**config.mk**
```make
export PLATFORM = sky130hd
export DESIGN_NAME = sfp_link_ctrl
export DESIGN_NICKNAME = d
export VERILOG_FILES = /design/src/rtl/sfp_link_ctrl.sv
export SDC_FILE = /design/constraint.sdc
export NUM_CORES = 1
export LEC_CHECK = 0
export BUFFER_PORTS_ARGS = -buffer_cell sky130_fd_sc_hd__buf_2
export CORE_ASPECT_RATIO = 0.7
export CORE_MARGIN = 1
export CORE_UTILIZATION = 45
export CTS_CLUSTER_SIZE = 10
export DETAILED_ROUTE_END_ITERATION = 10
export GPL_TIMING_DRIVEN = 0
export PLACE_DENSITY = 0.59
export SLEW_MARGIN = 20
export SYNTH_ARGS = -nofsm -noshare
export SYNTH_HDL_FRONTEND = slang
export SYNTH_SLANG_ARGS = --single-unit
export TNS_END_PERCENT = 30
```
**constraint.sdc**
```tcl
create_clock -name clk -period 2.6 [get_ports clk]
set_input_delay 0.13 -clock clk [delete_from_list [all_inputs] [get_ports clk]]
set_output_delay 0.13 -clock clk [all_outputs]
set_load 0.01 [all_outputs]
```
**src/rtl/sfp_link_ctrl.sv**
```systemverilog
// ---------------------------------------------------------------------------
// sfp_link_ctrl
// SFP+ port supervisor sitting directly upstream of the 10G MAC. It
// synchronises and debounces the SFP status pins, drives TXDISABLE/RATESEL,
// sequences the MAC reset once the reference clock is programmed and a
// module is present, and retries a bounded number of times on TX fault
// before locking out.
//
// Optional feature macro: SFP_LOS_RESET_EN
//   defined   : a debounced LOS rising edge in RUN re-enters ENABLE, which
//               re-pulses mac_rst_n low for RST_HOLD_CYCLES (txfault wins
//               if both are seen on the same cycle).
//   undefined : LOS only gates link_up.
//
// Ports
//   clk           in   50 MHz board clock
//   rst_n         in   asynchronous active-low reset
//   init_done     in   Si570 init complete (synchronous level)
//   sfp_prsnt_n   in   module present pin, async, low = present
//   sfp_los       in   loss-of-signal pin, async, high = LOS
//   sfp_txfault   in   TX fault pin, async, high = fault
//   sfp_txdisable out  laser disable, high = off
//   sfp_ratesel   out  constant RATESEL
//   mac_rst_n     out  MAC reset, active low
//   link_up       out  RUN and debounced LOS low
//   fault         out  high in LOCKOUT
//   retry_cnt     out  fault episodes since last IDLE
//   state         out  FSM encoding for debug/CSR
// ---------------------------------------------------------------------------
module sfp_link_ctrl #(
    parameter int         DEBOUNCE_CYCLES = 50000,
    parameter int         RST_HOLD_CYCLES = 10,
    parameter int         RETRY_CYCLES    = 5000000,
    parameter int         MAX_RETRIES     = 3,
    parameter logic [1:0] RATESEL         = 2'b11,
    parameter int         CNT_W           = 24
) (
    input  logic       clk,
    input  logic       rst_n,
    input  logic       init_done,
    input  logic       sfp_prsnt_n,
    input  logic       sfp_los,
    input  logic       sfp_txfault,
    output logic       sfp_txdisable,
    output logic [1:0] sfp_ratesel,
    output logic       mac_rst_n,
    output logic       link_up,
    output logic       fault,
    output logic [2:0] retry_cnt,
    output logic [2:0] state
);

    typedef enum logic [2:0] {
        ST_IDLE    = 3'd0,
        ST_ENABLE  = 3'd1,
        ST_RUN     = 3'd2,
        ST_FAULT   = 3'd3,
        ST_LOCKOUT = 3'd4
    } state_e;

    // Pin vector order: [0] prsnt_n, [1] los, [2] txfault.
    // Idle values: not present, LOS asserted, no fault.
    localparam logic [2:0]       PIN_RST    = 3'b011;
    localparam logic [CNT_W-1:0] CNT_ONE    = {{(CNT_W-1){1'b0}}, 1'b1};
    localparam logic [CNT_W-1:0] DB_LAST    = CNT_W'(DEBOUNCE_CYCLES - 1);
    localparam logic [CNT_W-1:0] HOLD_LAST  = CNT_W'(RST_HOLD_CYCLES - 1);
    localparam logic [CNT_W-1:0] RETRY_LAST = CNT_W'(RETRY_CYCLES - 1);
    localparam logic [3:0]       MAX_R      = 4'(MAX_RETRIES);

    logic [2:0]            sync1_r;
    logic [2:0]            sync2_r;
    logic [2:0]            db_r;
    logic [2:0][CNT_W-1:0] db_cnt_r;

    state_e                state_r;
    state_e                state_nxt_s;
    logic [CNT_W-1:0]      timer_r;
    logic [2:0]            retry_r;
    logic [2:0]            retry_nxt_s;
    logic                  txdis_r;
    logic                  mac_rst_n_r;
    logic                  link_up_r;
    logic                  fault_r;

    logic                  present_s;
    logic                  los_s;
    logic                  txfault_s;

    assign present_s = ~db_r[0];
    assign los_s     = db_r[1];
    assign txfault_s = db_r[2];

`ifdef SFP_LOS_RESET_EN
    logic los_d_r;
    logic los_rise_s;

    assign los_rise_s = los_s & ~los_d_r;

    // Previous debounced LOS, for rising-edge detection.
    always_ff @(posedge clk or negedge rst_n) begin
        if (!rst_n) begin
            los_d_r <= 1'b1;
        end else begin
            los_d_r <= los_s;
        end
    end
`endif

    // Two-flop synchroniser for the asynchronous SFP pins.
    always_ff @(posedge clk or negedge rst_n) begin
        if (!rst_n) begin
            sync1_r <= PIN_RST;
            sync2_r <= PIN_RST;
        end else begin
            sync1_r <= {sfp_txfault, sfp_los, sfp_prsnt_n};
            sync2_r <= sync1_r;
        end
    end

    // Per-pin debounce: accept a new level after DEBOUNCE_CYCLES differing samples in a row.
    always_ff @(posedge clk or negedge rst_n) begin
        if (!rst_n) begin
            db_r     <= PIN_RST;
            db_cnt_r <= '0;
        end else begin
            for (int i = 0; i < 3; i++) begin
                if (sync2_r[i] == db_r[i]) begin
                    db_cnt_r[i] <= '0;
                end else if (db_cnt_r[i] == DB_LAST) begin
                    db_r[i]     <= sync2_r[i];
                    db_cnt_r[i] <= '0;
                end else begin
                    db_cnt_r[i] <= db_cnt_r[i] + CNT_ONE;
                end
            end
        end
    end

    // Next-state and retry-count decode; removal beats init loss beats fault.
    always_comb begin
        state_nxt_s = state_r;
        retry_nxt_s = retry_r;
        if (state_r == ST_IDLE) begin
            retry_nxt_s = 3'd0;
            if (init_done && present_s) begin
                state_nxt_s = ST_ENABLE;
            end else begin
                state_nxt_s = ST_IDLE;
            end
        end else if (!present_s) begin
            state_nxt_s = ST_IDLE;
            retry_nxt_s = 3'd0;
        end else if (!init_done && (state_r != ST_LOCKOUT)) begin
            // LOCKOUT is sticky until the module is pulled.
            state_nxt_s = ST_IDLE;
            retry_nxt_s = 3'd0;
        end else begin
            case (state_r)
                ST_ENABLE: begin
                    if (timer_r == HOLD_LAST) begin
                        state_nxt_s = ST_RUN;
                    end else begin
                        state_nxt_s = ST_ENABLE;
                    end
                end
                ST_RUN: begin
                    if (txfault_s) begin
                        retry_nxt_s = (retry_r == 3'd7) ? 3'd7 : (retry_r + 3'd1);
                        if (({1'b0, retry_r} + 4'd1) == MAX_R) begin
                            state_nxt_s = ST_LOCKOUT;
                        end else begin
                            state_nxt_s = ST_FAULT;
                        end
`ifdef SFP_LOS_RESET_EN
                    end else if (los_rise_s) begin
                        state_nxt_s = ST_ENABLE;
`endif
                    end else begin
                        state_nxt_s = ST_RUN;
                    end
                end
                ST_FAULT: begin
                    if (timer_r == RETRY_LAST) begin
                        state_nxt_s = ST_ENABLE;
                    end else begin
                        state_nxt_s = ST_FAULT;
                    end
                end
                ST_LOCKOUT: begin
                    state_nxt_s = ST_LOCKOUT;
                end
                default: begin
                    state_nxt_s = ST_IDLE;
                    retry_nxt_s = 3'd0;
                end
            endcase
        end
    end

    // Shared timer: cleared on every state entry, counts only in timed states.
    always_ff @(posedge clk or negedge rst_n) begin
        if (!rst_n) begin
            timer_r <= '0;
        end else if (state_nxt_s != state_r) begin
            timer_r <= '0;
        end else if ((state_r == ST_ENABLE) || (state_r == ST_FAULT)) begin
            timer_r <= timer_r + CNT_ONE;
        end else begin
            timer_r <= '0;
        end
    end

    // FSM state and outputs, all decoded from the next state so they move together.
    always_ff @(posedge clk or negedge rst_n) begin
        if (!rst_n) begin
            state_r     <= ST_IDLE;
            retry_r     <= 3'd0;
            txdis_r     <= 1'b1;
            mac_rst_n_r <= 1'b0;
            link_up_r   <= 1'b0;
            fault_r     <= 1'b0;
        end else begin
            state_r     <= state_nxt_s;
            retry_r     <= retry_nxt_s;
            txdis_r     <= ~((state_nxt_s == ST_ENABLE) || (state_nxt_s == ST_RUN));
            mac_rst_n_r <= (state_nxt_s == ST_RUN);
            link_up_r   <= (state_nxt_s == ST_RUN) && !los_s;
            fault_r     <= (state_nxt_s == ST_LOCKOUT);
        end
    end

    assign sfp_txdisable = txdis_r;
    assign sfp_ratesel   = RATESEL;
    assign mac_rst_n     = mac_rst_n_r;
    assign link_up       = link_up_r;
    assign fault         = fault_r;
    assign retry_cnt     = retry_r;
    assign state         = state_r;

endmodule

```
==> out/qor.yml, run 1 <==
synthCells: 584
layout-drive-gt1-share: 0.119
clockRootBuffer: "clkbuf_16"
cp-startpoint: "timer_r[1]$_DFF_PN0_"
grt_overflow: 0
hold_viol: 0
power.share.clock: 0.564
place_congestion: 0.799
num_vias: 4139
io_buffers: 15
netSwitchingPower_uw: 917
row_count: 33
leakagePower_nw: 2.73
hpwl_mm: 7.77
htreeDepth: 4
max_freq_mhz: 432
fill_cells: 1052
crit_path_start_kind: "flop"
cts_resized: 0
slew_headroom: 0.474
worst_pin_slew_ns: 0.782
ys_ff_latch: 115
diodes: 0
path_max_fanout: 10
finalPower_mw: 4.41
maxCapViolCount: 0
fin_crit_ns: 2.31
dr.pass1.iters: 4
first_iter_violations: 209
synth_seq_area_share: 0.508
initial_utilization: 0.473
antenna_found_initial: 0
yosysUniqueCellTypes: 43
first_global_vias: 4015
status: "complete, no violations"
drt-total-wl_mm: 11.3
ioPinCount: 18
p_comb_frac: 0.023
grt_use_total: 0.195
clkLatencyLatePin_ns: 0.41
post-cts-setup-buffers: 0
min-delay-start: "init_done"
seq_power_share: 0.413
die_height_um: 96.0
power_density_mw_per_mm2: 662
register_area_mm2: 0.00289
cts_buffers: 17
areaGrowthSynthToFinish_pct: 17.3
slew_viol_final: 0
worst_ep_required_time_ns: 2.89
fp.dieArea_mm2: 0.0131
grt_pass1_wl_mm: 19.5
period_share: 0.890
cts_max_path_buffers: 2
netlist_area_mm2: 0.00568
synth_flop_cell: "dfrtp_1"
cts.sinks: 115
synth_area_per_cell_um2: 9.72
cp-end-kind: "flop"
min-delay-path-class: "input port to flop"
peakVddDrop_mv: 0.452
timing.rr.start: "timer_r[1]$_DFF_PN0_"
path_clk_slew_ns: 0.06
synth-edff-count: 0
die_x_um: 136
ant_nets: 0
holdBufCountCts: 4
finClkSkew_ns: 0.00787
yosysWarnings: 0
crit_type: "flop to flop"
drc: 0
arrival_ns: 2.60
core_area_mm2: 0.0120
grt_max_degree: 63
rsz0062_at_grt: "no"
p_sw_frac: 0.208
fin_tns_setup_ns: 0
routedWlPerCell_um: 14.3
nets: 639
internal-power_mw: 3.49
async_reset_ff_frac: 1.00
multi_input_area_mm2: 0.00262
vias_per_cell: 5.21
cts_tree: "yes"
finalSetupViolations: 0
layer usage:
metal / routed length, um / part of all wire / GRT usage
met1: 6080 / 0.54 / 0.282
met3: 399 / 0.035 / 0.0537
met5: 0 / 0 / 0
met2: 4800 / 0.42 / 0.279
met4: 66 / 0.0058 / 0.0657
critical path: stages (launching register included):
cell	delay (ns)
dfrtp_1	0.40
inv_1	0.06
ha_1	0.13
nor4b_1	0.25
nand3_1	0.19
o31ai_1	0.71
buf_2	0.36
nor2_1	0.09
Yosys cell counts (2+ instances only):
| library cell | instances | area [um^2] |
|---|---|---|
| a21oi_1 | 5 | 25.0 |
| a31oi_1 | 2 | 12.5 |
| and2_1 | 2 | 12.5 |
| and3_1 | 9 | 56.3 |
| and4_1 | 10 | 87.6 |
| buf_2 | 6 | 30.0 |
| buf_4 | 2 | 15.0 |
| buf_6 | 2 | 22.5 |
| clkbuf_1 | 9 | 33.8 |
| dfrtp_1 | 108 | 2700 |
| dfstp_2 | 7 | 184 |
| ha_1 | 9 | 113 |
| inv_1 | 20 | 75.1 |
| mux2_2 | 2 | 22.5 |
| nand2_1 | 32 | 120 |
| nand2b_1 | 3 | 18.8 |
| nand3_1 | 34 | 170 |
| nand4_1 | 26 | 163 |
| nor2_1 | 117 | 439 |
| nor2b_1 | 5 | 31.3 |
| nor3_1 | 32 | 160 |
| nor4_1 | 12 | 75.1 |
| nor4_2 | 2 | 25.0 |
| nor4b_1 | 7 | 61.3 |
| o21ai_0 | 5 | 25.0 |
| or2_2 | 4 | 25.0 |
| or3_1 | 2 | 12.5 |
| or4_1 | 5 | 37.5 |
| xnor2_1 | 59 | 517 |
| xor2_1 | 33 | 289 |
sequential cells by signal (all words and copies together), names as in the netlist:
name,count
retry_cnt,3
db_r,3
fault,1
sfp_txdisable,1
link_up,1
sync1_r,3
mac_rst_n,1
timer_r,24
db_cnt_r,72
sync2_r,3
state,3
logic make-up after synthesis:
logic type,synth area share
AO/OA/AOI/OAI,0.0240
XOR/XNOR,0.142
adder cells (fa/ha/maj),0.0198
buffers and inverters,0.0311
flip-flops,0.508
multiplexers,0.00397
other,0.000660
AND/OR/NAND/NOR,0.270
final timing paths:
path	endpoint	cells after the start	slack (ns)
max	timer_r[22]$_DFF_PN0_	7	0.29
min	mac_rst_n$_DFF_PN0_	3	0.05
max reg2reg	timer_r[22]$_DFF_PN0_	7	0.29
min reg2reg	sync2_r[2]$_DFF_PN0_	0	0.35
max in group asynchronous	db_r[0]$_DFFE_PN1P_	3	1.64
min in group asynchronous	timer_r[19]$_DFF_PN0_	2	0.24
placed cells by master, fill, tap and decap left out, types with 5 or more instances in the layout:
cell / count
xor2_1: 33
a21oi_1: 5
and4_1: 10
nand2_1: 32
nor4b_1: 7
nor4_1: 12
or4_1: 5
dfrtp_1: 108
ha_1: 9
nor2b_1: 5
clkbuf_1: 9
nand3_1: 34
clkbuf_16: 17
nor3_1: 32
dfstp_2: 7
nand4_1: 26
xnor2_1: 59
o21ai_0: 5
buf_2: 20
nor2_1: 117
inv_1: 20
and3_1: 9
area by class of cell:
type,count,share of cell area
flip-flops and latches,115,0.433
clock buffers,19,0.0680
plain buffers,19,0.0152
multi-input cells,431,0.393
clock inverters,13,0.0274
well taps,157,0.0295
repair buffers,20,0.0223
inverters,20,0.0113
through the flow:
stage          std cells  utilization  cell area, um^2  setup slack [ns]  hold WS (ns)
6_report             794        0.555             6660             0.286        0.0462
5_1_grt              794        0.555             6660            0.0817        0.0561
4_1_cts              794        0.555             6660             0.290        0.0325
3_5_place_dp         758        0.498             5990             0.315         0.123
3_3_place_gp         757        0.495             5950            0.0124         0.238
2_1_floorplan        585            -             5680             0.678        -0.166
power by group through the flow:
stage,registers (mW),clock network (mW),logic [mW]
final,1.82,2.49,0.102
after global routing,1.82,2.62,0.119
after CTS,1.82,2.53,0.106
after detailed placement,1.85,0,0.102
after global placement,1.85,0,0.0929
after floorplan,1.85,0,0.0439
(Power assumes the default switching activity.)
==> run 2: changes to the inputs <==
Settings changed: CORE_UTILIZATION 45 to 62, HOLD_SLACK_MARGIN set to 0.15, PLACE_DENSITY 0.59 to 0.78, SLEW_MARGIN 20 to unset.
==> run 2 against run 1 <==
Non-clock buffer count grew 1. Setup slack gained 0.038 ns. Global-route usage rose by 7.9 points. Flip-flop and latch count unchanged.
==> out/qor.yml, run 2 (synthesized netlist as in run 1, its figures left out) <==
arrival_ns: 2.57  # -0.03 ns
cts_buffers: 17  # unchanged
min-delay-path-class: "input port to async pin"
timing.rr.start: "timer_r[1]$_DFF_PN0_"
slew_headroom: 0.489  # +0.0148
seq_power_share: 0.449  # +0.036
initial_utilization: 0.656  # +0.184
die_height_um: 82.1  # -14%
first_global_vias: 4141  # +3.1%
layout-drive-gt1-share: 0.110  # -0.00942
io_buffers: 15  # unchanged
power.share.clock: 0.526  # -0.038
grt_pass1_wl_mm: 19.6  # +0.18%
internal-power_mw: 3.22  # -7.8%
cts_resized: 0  # unchanged
slowest_stage: "o31ai_1"
layout_common_cells: "nor2_1 (117), dfrtp_1 (108), xnor2_1 (59)"
dr.pass1.iters: 5  # +1
cts.sinks: 115  # unchanged
drt-total-wl_mm: 11.5  # +1.7%
first_iter_violations: 396  # +89%
clkLatencyLatePin_ns: 0.41  # about the same
holdBufCountCts: 5  # +1
final_cell_area_mm2: 0.00653  # -2.0%
antenna_found_initial: 0  # unchanged
power_density_mw_per_mm2: 623  # -5.9%
areaGrowthSynthToFinish_pct: 15.0
place_congestion: 0.880  # +10%
htreeDepth: 4  # unchanged
fin_tns_setup_ns: 0  # unchanged
cp-startpoint: "timer_r[1]$_DFF_PN0_"
grt_overflow: 0  # unchanged
worst_ep_required_time_ns: 2.89  # about the same
vias_per_cell: 5.63  # +8.0%
post-cts-setup-buffers: 0  # unchanged
grt_use_total: 0.274  # +0.0795
row_count: 28  # -15%
core_area_mm2: 0.00865  # -28%
postPlaceCellArea_mm2: 0.00594  # -0.84%
diodes: 0  # unchanged
rsz0062_at_grt: "no"
cts_tree: "yes"
finClkSkew_ns: 0.00906  # +0.00119 ns
max_freq_mhz: 439  # +1.7%
period_share: 0.876  # -0.0146
cp-end-kind: "flop"
p_sw_frac: 0.208  # about the same
cp-endpoint: "timer_r[9]$_DFF_PN0_"
routedWlPerCell_um: 15.2  # +6.6%
p_comb_frac: 0.025  # +0.002
maxCapViolCount: 0  # unchanged
drc: 0  # unchanged
cts_max_path_buffers: 2  # unchanged
status: "complete, no violations"
grt_max_degree: 72  # +14%
peakVddDrop_mv: 0.569  # +26%
die_x_um: 116  # -15%
ant_nets: 0  # unchanged
reg2reg_to: "timer_r[9]$_DFF_PN0_"
crit_path_start_kind: "flop"
netSwitchingPower_uw: 846  # -7.7%
reg2reg_depth: 7  # unchanged
worst_pin_slew_ns: 0.760  # -0.0220 ns
fp.dieArea_mm2: 0.00955  # -27%
hold_viol: 0  # unchanged
fin_crit_ns: 2.28  # -0.0381 ns
fill_cells: 614  # -42%
nets: 640  # +0.16%
path_cells: "inv_1 -> ha_1 -> nor4b_1 -> nand3_1 -> o31ai_1 -> buf_2 -> nor2_1"
r2r_slack_ns: 0.32  # +0.04 ns
path_max_fanout: 10  # unchanged
clockRootBuffer: "clkbuf_16"
leakagePower_nw: 2.70  # -1.1%
layout_commonest_cell: "nor2_1"
regMostFlops: "db_cnt_r"
ioPinCount: 18  # unchanged
slowest_delay_ns: 0.69  # -0.02 ns
path_clk_slew_ns: 0.05  # about the same
top_regs: "db_cnt_r x72, timer_r x24"
largest_reg_flops: 72  # unchanged
hpwl_mm: 7.70  # -0.90%
crit_type: "flop to flop"
slew_viol_final: 0  # unchanged
num_vias: 4261  # +2.9%
finalSetupViolations: 0  # unchanged
run 2: cell count changes in the layout (fill, tap and decap cells not counted):
cell | previous run | this run
clkinvlp_4 | 4 | 1
clkbuf_8 | 2 | 3
dlygate4sd3_1 | 4 | 5
buf_6 | 3 | 2
bufinv_16 | 4 | 1
clkinv_4 | 2 | 0
clkbuf_1 | 9 | 14
clkinv_2 | 3 | 4
buf_4 | 2 | 3
run 2: how the worst min path moves through the flow:
stage	from	cells after the start	endpoint	slack, ns
floorplan	rst_n	0	db_cnt_r[0]$_DFF_PN0_	-0.17
global placement	sfp_los	1	sync1_r[1]$_DFF_PN1_	0.24
CTS	rst_n	2	timer_r[13]$_DFF_PN0_	0.28
global route	rst_n	2	timer_r[13]$_DFF_PN0_	0.31
finish	rst_n	2	timer_r[13]$_DFF_PN0_	0.26
detailed placement	rst_n	1	timer_r[13]$_DFF_PN0_	0.17
run 2: stage by stage:
stage	hold WS (ns)	setup slack [ns]	util	std cells	power, mW
6_report	0.263	0.324	0.755	757	4.07
3_5_place_dp	0.170	0.330	0.686	721	1.95
2_1_floorplan	-0.166	0.678	-	585	1.89
4_1_cts	0.276	0.348	0.755	757	4.10
5_1_grt	0.314	0.152	0.755	757	4.19
3_3_place_gp	0.235	0.122	0.683	720	1.94
run 2: power groups by stage:
stage,logic (mW),clock network (mW),registers (mW)
after floorplan,0.0439,0,1.85
after global routing,0.118,2.25,1.82
final,0.102,2.14,1.82
after global placement,0.0892,0,1.85
after detailed placement,0.0983,0,1.85
after CTS,0.105,2.17,1.82
run 2: routing by layer:
metal | up-vias | global-route usage | share of wire
li1 | 2072 | - | -
met1 | 2067 | 0.370 | 0.48
met2 | 104 | 0.427 | 0.47
met3 | 18 | 0.0642 | 0.036
met4 | 0 | 0.117 | 0.016
met5 | - | 0 | 0
run 2: worst max-delay path, delay by kind of cell (launching register included):
kind            cells  cell delay, ns
simple gates        3            0.52
flops               1            0.39
buf+inv             2            0.41
compound gates      1            0.69
fa+ha+maj           1            0.14
run 2: layout make-up:
type                    count  area [um^2]  area share
plain buffers              19          101      0.0155
clock buffers              25          485      0.0743
clock inverters             6         57.6     0.00881
inverters                  20         75.1      0.0115
multi-input cells         431         2620       0.401
flip-flops and latches    115         2890       0.442
well taps                 120          150      0.0230
repair buffers             21          155      0.0238
